## src/rtl/sigmoid_pkg.sv

```systemverilog
// sigmoid_pkg: Q4.12 word type, constants and controller states shared by the sigmoid datapath.
package sigmoid_pkg;
    localparam int W = 16;
    localparam int FRAC = 12;
    typedef logic [W-1:0] fix_t;
    localparam fix_t X_MIN = 16'h8000;
    localparam fix_t X_MAX = 16'h7FFF;
    localparam fix_t ONE = fix_t'(1 << FRAC);
    localparam fix_t HALF = 16'h0800;
    typedef enum logic [1:0] {IDLE, SEARCH, SATCHK, DONE} state_t;
endpackage

```

## src/rtl/sigmoid_inv_if.sv

```systemverilog
// sigmoid_inv_if: request/response handshake bundle of the inverse-sigmoid unit.
interface sigmoid_inv_if;
    import sigmoid_pkg::*;
    logic in_valid, in_ready, out_valid, out_ready, out_sat_lo, out_sat_hi;
    fix_t in_y, out_x;
    modport slave (input in_valid, in_y, out_ready, output in_ready, out_valid, out_x, out_sat_lo, out_sat_hi);
    modport master (output in_valid, in_y, out_ready, input in_ready, out_valid, out_x, out_sat_lo, out_sat_hi);
endinterface

```

## src/rtl/sigmoid.sv

```systemverilog
// sigmoid: combinational piecewise-linear Q4.12 sigmoid, monotonic, output clamped to [1, ONE-1].
module sigmoid import sigmoid_pkg::*; (
    input  fix_t x,
    output fix_t y
);
    fix_t a, s0, s1, s2, m0, m1, f, r;
    assign a = x[W-1] ? fix_t'(-x) : x;
    // concave curve on |x| is the minimum of its line segments, which keeps it monotonic
    assign s0 = (a >> 2) + HALF;
    assign s1 = (a >> 3) + 16'h0A00;
    assign s2 = (a >> 5) + 16'h0D80;
    assign m0 = s0 < s1 ? s0 : s1;
    assign m1 = s2 < ONE ? s2 : ONE;
    assign f = m0 < m1 ? m0 : m1;
    assign r = x[W-1] ? ONE - f : f;
    assign y = r == '0 ? fix_t'(1) : (r >= ONE ? ONE - fix_t'(1) : r);
endmodule

```

## src/rtl/sigmoid_inv.sv

```systemverilog
// sigmoid_inv: successive-approximation logit, finds the largest x with sigmoid(x) <= y.
module sigmoid_inv import sigmoid_pkg::*; #(
    parameter int SIG_LAT = 0
) (
    input  logic clk,
    input  logic rst,
    sigmoid_inv_if.slave bus
);
    state_t state_q;
    fix_t y_q, u_q, sig_q, out_x_q, u_t, x_t, sig_y, sig_v;
    logic [3:0] k_q;
    logic ph_q, lo_q, hi_q, step;
    // search runs in offset binary so an unsigned bitwise search orders signed x correctly
    assign u_t = u_q | (fix_t'(1) << k_q);
    assign x_t = state_q == SATCHK ? X_MIN : u_t ^ X_MIN;
    sigmoid u_sig (.x(x_t), .y(sig_y));
    assign sig_v = SIG_LAT != 0 ? sig_q : sig_y;
    assign step = SIG_LAT == 0 || ph_q;
    assign bus.in_ready = state_q == IDLE;
    assign bus.out_valid = state_q == DONE;
    assign bus.out_x = out_x_q;
    assign bus.out_sat_lo = lo_q;
    assign bus.out_sat_hi = hi_q;
    always_ff @(posedge clk or posedge rst) begin
        if (rst) begin
            state_q <= IDLE;
            y_q <= '0;
            u_q <= '0;
            k_q <= '0;
            ph_q <= 1'b0;
            sig_q <= '0;
            out_x_q <= '0;
            lo_q <= 1'b0;
            hi_q <= 1'b0;
        end else begin
            sig_q <= sig_y;
            case (state_q)
                IDLE: if (bus.in_valid) begin
                    y_q <= bus.in_y;
                    u_q <= '0;
                    k_q <= 4'(W - 1);
                    ph_q <= 1'b0;
                    state_q <= SEARCH;
                end
                SEARCH: begin
                    ph_q <= !step;
                    if (step) begin
                        if (sig_v <= y_q) u_q <= u_t;
                        k_q <= k_q - 4'd1;
                        if (k_q == 4'd0) state_q <= SATCHK;
                    end
                end
                SATCHK: begin
                    ph_q <= !step;
                    if (step) begin
                        out_x_q <= u_q ^ X_MIN;
                        hi_q <= (u_q ^ X_MIN) == X_MAX;
                        lo_q <= u_q == '0 && sig_v > y_q;
                        state_q <= DONE;
                    end
                end
                DONE: if (bus.out_ready) state_q <= IDLE;
            endcase
        end
    end
endmodule

```

## src/flat_wrapper.sv

```systemverilog
// flat-port wrapper written by rule: the top's interface ports become plain ports
module sigmoid_inv_flat import sigmoid_pkg::*;
#(
    parameter int SIG_LAT = 0
)
  (clk, rst, bus_in_valid, bus_in_y, bus_out_ready, bus_in_ready, bus_out_valid, bus_out_x, bus_out_sat_lo, bus_out_sat_hi);
  sigmoid_inv_if bus_i ();
  input  logic clk;
  input  logic rst;
  input wire logic [$bits(bus_i.in_valid)-1:0] bus_in_valid;
  input wire logic [$bits(bus_i.in_y)-1:0] bus_in_y;
  input wire logic [$bits(bus_i.out_ready)-1:0] bus_out_ready;
  output wire logic [$bits(bus_i.in_ready)-1:0] bus_in_ready;
  output wire logic [$bits(bus_i.out_valid)-1:0] bus_out_valid;
  output wire logic [$bits(bus_i.out_x)-1:0] bus_out_x;
  output wire logic [$bits(bus_i.out_sat_lo)-1:0] bus_out_sat_lo;
  output wire logic [$bits(bus_i.out_sat_hi)-1:0] bus_out_sat_hi;
  assign bus_i.in_valid = bus_in_valid;
  assign bus_i.in_y = bus_in_y;
  assign bus_i.out_ready = bus_out_ready;
  assign bus_in_ready = bus_i.in_ready;
  assign bus_out_valid = bus_i.out_valid;
  assign bus_out_x = bus_i.out_x;
  assign bus_out_sat_lo = bus_i.out_sat_lo;
  assign bus_out_sat_hi = bus_i.out_sat_hi;
  sigmoid_inv #(.SIG_LAT(SIG_LAT)) u_core (.clk(clk), .rst(rst), .bus(bus_i));
endmodule
```

## config.mk

```make
export PLATFORM = sky130hd
export DESIGN_NAME = sigmoid_inv_flat
export DESIGN_NICKNAME = d
export VERILOG_FILES = /design/src/rtl/sigmoid_pkg.sv /design/src/rtl/sigmoid_inv_if.sv /design/src/rtl/sigmoid.sv /design/src/rtl/sigmoid_inv.sv /design/src/flat_wrapper.sv
export SDC_FILE = /design/constraint.sdc
export NUM_CORES = 1
export LEC_CHECK = 0
export CAP_MARGIN = 20
export CORE_MARGIN = 8
export CORE_UTILIZATION = 35
export DETAILED_ROUTE_END_ITERATION = 10
export HOLD_SLACK_MARGIN = 0.03
export PLACE_DENSITY_LB_ADDON = 0.15
export SLEW_MARGIN = 15
export SYNTH_ARGS = -nofsm -noshare
export SYNTH_HDL_FRONTEND = slang
export SYNTH_SLANG_ARGS = --single-unit
```

## constraint.sdc

```tcl
create_clock -name clk -period 12 [get_ports clk]
set_input_delay 1.8 -clock clk [delete_from_list [all_inputs] [get_ports clk]]
set_output_delay 1.8 -clock clk [all_outputs]
set_load 0.01 [all_outputs]
```

==> metrics.md, run 1 <==
| Metric | Value |
|---|---|
| Sequential-to-total area share from yosys stat | `25.2%` |
| Yosys reg bits | `56` |
| Worst path depth | `47` |
| Flop2flop setup slack | `780 ps` |
| Slew headroom | `46.7%` |
| Antenna Cells | `0` |
| Crit path buf inv count | `4` |
| Mapped cell area | `0.00557 mm2` |
| DP HPWL | `13600 um` |
| Antenna violations before repair | `0` |
| Vias per Instance | `5.63` |
| RePlAce Congestion | `0.886` |
| Largest net degree at the start of global routing | `57` |
| F_max | `89.2 MHz` |
| Cell family with most CP delay | `compound AO/OA/AOI/OAI gates` |
| Number of buffers on the longest clock path | `2` |
| Die span in x | `142 um` |
| RSZ-0062 raised after global routing | `no` |
| Status | `finished clean` |
| Clock slew at reported path FFs | `70 ps` |
| Clock root buffer master | `clkbuf_16` |
| Worst Skew | `5.69 ps` |
| CTS tree | `done` |
| Core Region | `0.0157 mm2` |
| DR WL/cell | `18.8 um` |
| Max incr delay on CP | `750 ps` |
| CP endpoint kind | `flop` |
| Pre-CTS setup slack | `526 ps` |
| Critical path arrival | `11460 ps` |
| Crit path max-delay cell type | `or4_1` |
| Post-layout util | `41.0%` |
| Tcrit/Tclk final | `93.5%` |
| First-pass GRT wire length | `28700 um` |
| TritonCTS Buffers | `5` |
| Clock latency on the worst-skew pair | `300 ps` |
| Setup crit end | `u_core.u_q[2]` |
| Tmin final | `11220 ps` |
| DRC | `0` |
| Post-Syn Instances | `666` |
| Initial DRC count | `369` |
| HP Class | `flop to flop` |
| Final nets | `783` |
| Via count | `5205` |
| Ys flop type | `dfrtp_1` |
| CTS HTree Levels | `2` |
| Post-route ant nets | `0` |
| Yosys Warn Count | `0` |
| RR Startpoint | `u_core.k_q[1]` |
| I/O Buffers | `39` |
| Post-synth EDFFs | `0` |
| CP Launch Type | `flop` |
| Synth cell types | `81` |
| First-pass DRT Iterations | `8` |
| Total Wirelength | `17400 um` |
| Tightest Pin Transition | `792 ps` |
| Setup_tns | `0 ps` |
| Row count | `46` |
| Die span in y | `142 um` |
| Overall Global Routing Usage | `17.6%` |
| Slack of the critical path | `784 ps` |
| Critical Path RT | `12240 ps` |
| Area delta synth->final | `15.8%` |
| Ys async rst share | `100%` |
| CP most frequent cell | `o21a_1` |
| Number of global-route vias before repair | `5284` |
| Initial Util | `35.4%` |
| Setup violators final | `0` |
| Worst setup path startpoint | `u_core.k_q[1]` |
| Syn Area/Cell | `8.36 um2` |
| Fin. max-slew vios | `0` |
| Hold-fix buffers, CTS | `0` |
| Max-Cap Viols | `0` |
| IO Pins | `40` |
| Worst R2R End | `u_core.u_q[2]` |
| Clock sink count | `56` |
| Die Area | `0.0202 mm2` |
| CP Max Fanout | `13` |
| Gr ovfl total | `0` |
| Layout cells sized above 1 | `14.1%` |
| Setup CP Type | `flop to flop` |
| WHS | `511 ps` |
| Endpoints failing hold | `0` |
| Worst-case reg-to-reg path depth | `47` |
-- cell usage in the layout (no fill, tap or decap), types with 3 or more instances in the layout --
master and n:
o21ai_0 39, a21boi_0 4, ha_1 55, nor4_1 8
nor2_1 55, dfrtp_1 56, nor3_1 9, a31oi_1 16
clkbuf_16 5, conb_1 4, nand3_1 12, inv_2 3
xnor2_1 12, o21a_1 9, o22ai_1 3, nor2b_1 11
mux2_2 38, and2_1 3, mux2i_1 10, and3_1 5
clkdlybuf4s50_1 39, a41oi_1 12, inv_1 46, a21o_1 10
nand4_1 17, a21oi_1 45, xor2_1 12, o21ai_1 3
a211oi_1 10, buf_4 26, nand2_1 50, a2111oi_0 3
or4_1 3, or2_2 3, o211ai_1 8, nand2b_1 5
-- layer usage --
| layer | up-vias | part of all wire, % | GRT usage [%] |
|---|---|---|---|
| met5 | - | 0 | 0 |
| met4 | 0 | 2.6 | 5.77 |
| met3 | 32 | 4.3 | 2.68 |
| met2 | 151 | 46 | 28.8 |
| met1 | 2506 | 47 | 23.2 |
| li1 | 2516 | - | - |
-- kinds of logic after synthesis --
| kind of cell | after synthesis | share of synthesized area (%) |
|---|---|---|
| compound gates | 195 | 24.0 |
| buf+inv | 84 | 6.20 |
| simple gates | 198 | 17.7 |
| xor+xnor | 27 | 4.52 |
| fa+ha+maj | 56 | 12.6 |
| other cells | 1 | 0.0674 |
| mux | 49 | 9.73 |
| flops | 56 | 25.2 |
-- area by class of cell --
class | count | area, um2
fill | 1594 | 9270
multi-input combinational | 529 | 3850
sequential | 56 | 1400
timing repair buffer | 65 | 586
tap | 216 | 270
inverter | 50 | 188
clock buffer | 5 | 125
clock inverter | 3 | 27.5
-- synth_stat cells, drive strengths merged (2+ instances only) --
master / instances / area share, %
nor3b: 2 / 0.27
nor4: 10 / 1.3
o211ai: 8 / 1.1
nand2: 51 / 3.4
o22ai: 4 / 0.56
o41ai: 3 / 0.81
or4: 3 / 0.40
nor3: 10 / 0.99
nand4: 17 / 1.9
o31ai: 2 / 0.27
buf: 16 / 1.6
o21ai: 43 / 3.9
a2111oi: 4 / 0.74
nor2b: 11 / 1.2
mux2: 38 / 7.7
a21o: 10 / 1.3
nor2: 56 / 3.8
inv: 49 / 3.3
a31oi: 18 / 2.2
and2: 4 / 0.45
mux2i: 11 / 2.0
ha: 56 / 13
and3: 5 / 0.56
o21bai: 2 / 0.27
nand2b: 5 / 0.56
xor2: 13 / 2.2
a21boi: 4 / 0.54
dfrtp: 56 / 25
xnor2: 14 / 2.3
a41oi: 12 / 1.9
a21oi: 46 / 4.2
clkbuf: 18 / 1.2
a211oi: 10 / 1.3
o21a: 9 / 1.2
nand3: 12 / 1.1
o221ai: 4 / 0.85
or2: 6 / 0.67
-- state kept, by name, summed over array words and instances, names as in the netlist --
name / flops
u_core.state_q: 2
u_core.bus.out_x: 16
u_core.k_q: 4
u_core.y_q: 16
u_core.u_q: 16
u_core.bus.out_sat_lo: 1
u_core.bus.out_sat_hi: 1
-- through the flow --
stage / std cells / instance area (um2)
4_1_cts: 920 / 6400
3_3_place_gp: 912 / 6250
2_1_floorplan: 669 / 5580
6_report: 924 / 6440
3_5_place_dp: 912 / 6250
5_1_grt: 924 / 6440
-- timing repair --
action / 4_1_cts / 5_1_grt
setup buffers: 0 / 4
hold endpoints to repair: 0 / 0
gates resized for setup: 0 / 4
endpoints found under the setup margin: 0 / 16
-- how the worst min path moves through the flow --
| stage | slack (ps) | cells past startpoint | start | to |
|---|---|---|---|---|
| floorplan | 480 | 1 | u_core.y_q[10] | u_core.y_q[10] |
| global placement | 490 | 2 | u_core.bus.out_x[15] | u_core.bus.out_x[15] |
| detailed placement | 490 | 2 | u_core.bus.out_x[15] | u_core.bus.out_x[15] |
| CTS | 510 | 2 | u_core.bus.out_x[15] | u_core.bus.out_x[15] |
| global route | 530 | 1 | u_core.y_q[12] | u_core.y_q[12] |
| finish | 510 | 1 | u_core.y_q[6] | u_core.y_q[6] |
Power of run 1 is not shown: default switching activity piles up to over one toggle a cycle in this logic, so the estimate is an artifact.
==> inputs of run 2 (changes only) <==
ABC_AREA = 1   (was not set)
==> run 2 against run 1 <==
  * Non-clock buffer count down 25
  * Routed wire length down 19%
  * Count of clock-buffer cells in the layout up 1
==> metrics.md, run 2 <==
| Metric | Value |
|---|---|
| Status | `finished clean` |
| CP most frequent cell | `nand2_1` |
| Worst Skew | `5.32 ps (-0.362 ps)` |
| Sequential-to-total area share from yosys stat | `27.5% (+2.3 points)` |
| Tcrit/Tclk final | `76.6% (-17 points)` |
| Clock slew at reported path FFs | `70 ps (about the same)` |
| Via count | `4868 (-6.5%)` |
| Count leader, synth | `nand2_1` |
| Tmin final | `9190 ps (-2030 ps)` |
| Multi-input logic area | `0.00321 mm2 (-17%)` |
| Die Area | `0.0187 mm2 (-7.5%)` |
| Setup crit end | `u_core.u_q[13]` |
| Max-Cap Viols | `0 (unchanged)` |
| Layout cells sized above 1 | `5.72% (-8.4 points)` |
| Yosys top cell by area | `dfrtp_1` |
| First-pass GRT wire length | `23000 um (-20%)` |
| First-pass DRT Iterations | `5 (-3)` |
| Number of buffers on the longest clock path | `2 (unchanged)` |
| CP Launch Type | `flop` |
| Die span in y | `137 um (-3.8%)` |
| HP Class | `flop to flop` |
| Overall Global Routing Usage | `15.3% (-2.4 points)` |
| CP Max Fanout | `55 (+42)` |
| Endpoints failing hold | `0 (unchanged)` |
| Fin. max-slew vios | `0 (unchanged)` |
| Setup_tns | `0 ps (unchanged)` |
| Syn Area/Cell | `6.72 um2 (-20%)` |
| DRC | `0 (unchanged)` |
| Mapped cell area | `0.00510 mm2 (-8.4%)` |
| Total Wirelength | `14100 um (-19%)` |
| Post-layout util | `40.2% (-0.81 points)` |
| CTS HTree Levels | `2 (unchanged)` |
| Worst-case reg-to-reg path depth | `51 (+8.5%)` |
| Postcts setup bufs | `0 (unchanged)` |
| IO Pins | `40 (unchanged)` |
| Ys flop type | `dfrtp_1` |
| Finished Layout Cells | `971 (+5.1%)` |
| Crit path max-delay cell type | `inv_1` |
| Vias per Instance | `5.01 (-11%)` |
| DR WL/cell | `14.5 um (-23%)` |
| Final nets | `862 (+10%)` |
| Antenna Cells | `0 (unchanged)` |
| Hold-fix buffers, CTS | `0 (unchanged)` |
| Initial DRC count | `313 (-15%)` |
| Filler cells | `1486 (-6.8%)` |
| Post-synth EDFFs | `0 (unchanged)` |
| Slew headroom | `37.2% (-9.4 points)` |
| Max incr delay on CP | `580 ps (-170 ps)` |
| Synth top area share | `27.5% (+2.3 points)` |
| Setup CP Type | `flop to flop` |
| Ranking of synthesized cells by area | `dfrtp_1 27%, nand2_1 17%, ha_1 14%` |
| Die span in x | `137 um (-3.8%)` |
| Clock latency on the worst-skew pair | `300 ps (about the same)` |
| Worst setup path startpoint | `u_core.state_q[0]` |
| Placed cell count | `963 (+5.6%)` |
| Setup violators final | `0 (unchanged)` |
| RSZ-0062 raised after global routing | `no` |
| Gr ovfl total | `0 (unchanged)` |
| Clock root buffer master | `clkbuf_16` |
| Sequential cell area | `0.00140 mm2 (unchanged)` |
| DP HPWL | `11300 um (-17%)` |
| CP endpoint kind | `flop` |
| TritonCTS Buffers | `5 (unchanged)` |
| Worst R2R End | `u_core.u_q[13]` |
| Number of global-route vias before repair | `4565 (-14%)` |
| Post-route ant nets | `0 (unchanged)` |
| Antenna violations before repair | `0 (unchanged)` |
| Final instance area | `0.00578 mm2 (-10%)` |
| Most frequent cells after synthesis | `229 x nand2_1, 92 x inv_1, 78 x nand3_1, 73 x o21ai_0` |
| Clock sink count | `56 (unchanged)` |
| Tightest Pin Transition | `940 ps (+148 ps)` |
| Largest net degree at the start of global routing | `57 (unchanged)` |
| Most frequent cells in the layout | `229 x nand2_1, 91 x inv_1, 78 x nand3_1` |
| Initial Util | `35.5% (+0.057 points)` |
| I/O Buffers | `39 (unchanged)` |
| Yosys Warn Count | `0 (unchanged)` |
| F_max | `109 MHz (+22%)` |
| Ys async rst share | `100% (unchanged)` |
| Row count | `44 (-4.3%)` |
| Area delta synth->final | `13.3%` |
| RR Startpoint | `u_core.state_q[0]` |
| DP Area | `0.00561 mm2 (-10%)` |
| CTS tree | `done` |
| Critical Path RT | `12210 ps (-30 ps)` |
| CTS resizes | `0 (unchanged)` |
| Flop2flop setup slack | `2810 ps (+2030 ps)` |
| RePlAce Congestion | `0.900 (+1.6%)` |
| Yosys reg bits | `56 (unchanged)` |
| Post-Syn Instances | `759 (+14%)` |
| Critical path arrival | `9400 ps (-2060 ps)` |
| Commonest non-fill, non-tap cell in the layout | `nand2_1` |
| Synth cell types | `42 (-48%)` |
| Core Region | `0.0144 mm2 (-8.6%)` |
## run 2: cell types whose count changed in the layout (fill, tap and decap cells not counted), sizes merged, moves of 14 or more
cell / change
nand3: +69
o21ai: +35
nor2: -19
inv: +49
a31oi: -17
a21oi: -27
xnor2: -14
buf: -25
nand2: +196
mux2: -38
## run 2: how the worst min path moves through the flow
stage                    startpoint              endpoint  depth (start not counted)
5_1_grt               u_core.y_q[0]         u_core.y_q[0]                          2
6_report       u_core.bus.out_x[15]  u_core.bus.out_x[15]                          2
2_1_floorplan         u_core.y_q[0]         u_core.y_q[0]                          2
3_3_place_gp    u_core.bus.out_x[8]   u_core.bus.out_x[8]                          2
4_1_cts        u_core.bus.out_x[15]  u_core.bus.out_x[15]                          2
3_5_place_dp   u_core.bus.out_x[15]  u_core.bus.out_x[15]                          2
## run 2: layout make-up
| class | count | share of cell area (%) |
|---|---|---|
| multi-input cells | 584 | 55.6 |
| flip-flops and latches | 56 | 24.3 |
| repair buffers | 40 | 6.89 |
| inverters | 99 | 6.43 |
| well taps | 184 | 3.99 |
| clock buffers | 6 | 2.23 |
| clock inverters | 2 | 0.607 |
## run 2: worst max-delay path, delay by kind of cell (launching register included)
family,cells,cell delay [ps]
and+or+nand+nor,26,3220
buffers and inverters,10,2280
adders and majority gates,7,1830
AOI/OAI and AO/OA,7,1190
DFF,1,380
xor gates and xnor gates,1,170
## run 2: routing by layer
metal / wire length [um] / GRT usage, %
met1: 6930 / 20.9
met2: 6360 / 24.6
met3: 630 / 2.68
met4: 166 / 2.99
met5: 0 / 0
## run 2: through the flow
stage / hold slack, ps / setup WS [ps]
3_3_place_gp: 474 / 3100
5_1_grt: 507 / 1690
6_report: 483 / 2810
4_1_cts: 490 / 2830
2_1_floorplan: 453 / 4890
3_5_place_dp: 472 / 2880
## run 2: cells by family after synthesis
group           after synthesis  share of synthesized area [%]
compound gates              114                           12.2
simple gates                400                           35.0
flops                        56                           27.5
fa+ha+maj                    56                           13.7
other cells                   1                         0.0735
xor+xnor                     10                           1.72
buf+inv                     122                           9.77
Power of run 2 is left out for the same reason.
==> inputs of run 3 (changes only) <==
clock period = 9.3 ns   (was 12 ns; I/O delays follow)
==> run 3 against run 2 <==
  * Die area unchanged
  * Worst hold slack gained 3.0 ps
  * Routed wire length shrank 1.0%
  * Register-to-register slack worse by 1800 ps
  * Critical path depth grew 6
  * First-iteration DRC count is the same
  * Count of clock-buffer cells in the layout did not move
  * Worst setup slack worse by 1800 ps
  * Maximum frequency increased by 10%
  * Cell count increased by 0.21%
==> metrics.md, run 3 (same netlist as run 2, synthesis figures left out) <==
| Metric | Value |
|---|---|
| Status | `finished clean` |
| Row count | `44 (unchanged)` |
| Max-Cap Viols | `0 (unchanged)` |
| First-pass GRT wire length | `22700 um (-1.4%)` |
| RSZ-0062 raised after global routing | `no` |
| Post-layout util | `40.2% (+0.044 points)` |
| Post-route ant nets | `0 (unchanged)` |
| Tcrit/Tclk final | `89.6% (+13 points)` |
| Layout cells sized above 1 | `6.08% (+0.37 points)` |
| Initial Util | `35.5% (unchanged)` |
| Endpoints failing hold | `0 (unchanged)` |
| HP Class | `flop to flop` |
| Fin. max-slew vios | `0 (unchanged)` |
| Hold Crit Start | `u_core.bus.out_x[3]` |
| I/O Buffers | `39 (unchanged)` |
| Commonest non-fill, non-tap cell in the layout | `nand2_1` |
| Gr ovfl total | `0 (unchanged)` |
| CTS HTree Levels | `2 (unchanged)` |
| Tmin final | `8330 ps (-860 ps)` |
| Initial DRC count | `313 (unchanged)` |
| Finished Layout Cells | `973 (+0.21%)` |
| Setup_tns | `0 ps (unchanged)` |
| First-pass DRT Iterations | `7 (+2)` |
| Tightest Pin Transition | `990 ps (+49.3 ps)` |
| Overall Global Routing Usage | `15.0% (-0.24 points)` |
| CP most frequent cell | `nand2_1` |
| Flop2flop setup slack | `970 ps (-1840 ps)` |
| Max incr delay on CP | `410 ps (-170 ps)` |
| CP Launch Type | `flop` |
| Core Region | `0.0144 mm2 (unchanged)` |
| Worst Skew | `3.77 ps (-1.55 ps)` |
| Worst R2R End | `u_core.u_q[7]` |
| Clock root buffer master | `clkbuf_16` |
| DP HPWL | `11200 um (-0.46%)` |
| Setup CP Type | `flop to flop` |
| Vias per Instance | `5.03 (+0.33%)` |
| Area delta synth->final | `13.4%` |
| CP endpoint kind | `flop` |
| Largest net degree at the start of global routing | `57 (unchanged)` |
| F_max | `120 MHz (+10%)` |
| WHS | `486 ps (+2.97 ps)` |
| RePlAce Congestion | `0.892 (-0.91%)` |
| Slew headroom | `34.0% (-3.3 points)` |
| Clock latency on the worst-skew pair | `290 ps (about the same)` |
| DR WL/cell | `14.3 um (-1.2%)` |
| Via count | `4894 (+0.53%)` |
| Die span in x | `137 um (unchanged)` |
| DRC | `0 (unchanged)` |
| Placed cell count | `965 (+0.21%)` |
| Number of buffers on the longest clock path | `2 (unchanged)` |
| Antenna Cells | `0 (unchanged)` |
| Most frequent cells in the layout | `229 x nand2_1, 91 x inv_1, 78 x nand3_1` |
| Total Wirelength | `14000 um (-1.0%)` |
| TritonCTS Buffers | `5 (unchanged)` |
| Clock slew at reported path FFs | `70 ps (about the same)` |
| Critical Path RT | `9470 ps (-2740 ps)` |
| Postcts setup bufs | `0 (unchanged)` |
| Antenna violations before repair | `0 (unchanged)` |
| Number of global-route vias before repair | `4548 (-0.37%)` |
| Hold path endpoint | `u_core.bus.out_x[3]` |
| Worst-case reg-to-reg path depth | `57 (+12%)` |
| Die span in y | `137 um (unchanged)` |
| Clock sink count | `56 (unchanged)` |
| Crit path max-delay cell type | `xor2_1` |
| RR Startpoint | `u_core.k_q[0]` |
| Hold path depth | `2 (unchanged)` |
| Critical path arrival | `8490 ps (-910 ps)` |
| CTS tree | `done` |
| CP Max Fanout | `32 (-42%)` |
| IO Pins | `40 (unchanged)` |
| Hold-fix buffers, CTS | `0 (unchanged)` |
| Die Area | `0.0187 mm2 (unchanged)` |
| Setup violators final | `0 (unchanged)` |
| Final nets | `864 (+0.23%)` |
[run 3: metal layers]
layer	global-route usage, %	vias to the layer above	routed length, um
met5	0	-	0
met4	2.56	0	100
met3	2.50	10	614
met2	24.7	103	6400
met1	20.5	2261	6840
li1	-	2520	-
[run 3: how the worst max path moves through the flow]
| stage | slack (ps) | startpoint | end |
|---|---|---|---|
| 6_report | 970 | u_core.k_q[0] | u_core.u_q[7] |
| 4_1_cts | 700 | u_core.state_q[0] | u_core.u_q[4] |
| 3_5_place_dp | 760 | u_core.state_q[0] | u_core.u_q[4] |
| 5_1_grt | 70 | u_core.state_q[0] | u_core.u_q[13] |
| 2_1_floorplan | 2190 | u_core.state_q[0] | u_core.u_q[10] |
| 3_3_place_gp | 820 | u_core.state_q[0] | u_core.u_q[4] |
[run 3: layout make-up]
type                       count  area [um2]
clock buffer                   6         139
clock inverter                 2        13.8
fill                        1501        8590
inverter                      99         374
multi-input combinational    584        3210
sequential                    56        1400
tap                          184         230
timing repair buffer          42         413
[run 3: through the flow]
stage / cell area [um2] / worst slack [ps]
6_report: 5780 / 971
5_1_grt: 5780 / 67.5
4_1_cts: 5780 / 697
3_5_place_dp: 5630 / 757
3_3_place_gp: 5630 / 825
2_1_floorplan: 5110 / 2190
[run 3: what timing repair did]
item,in CTS,in global routing
resized for setup,0,3
setup endpoints to repair,0,16
hold endpoints to repair,0,0
[run 3: worst max-delay path, delay by kind of cell (launching register included)]
family                     cells  cell delay [ps]
adders and majority gates      5             1420
AOI/OAI and AO/OA             10             1640
buffers and inverters         10             1130
and+or+nand+nor               30             3020
DFF                            1              390
xor gates and xnor gates       2              580
Power of run 3 is left out for the same reason.
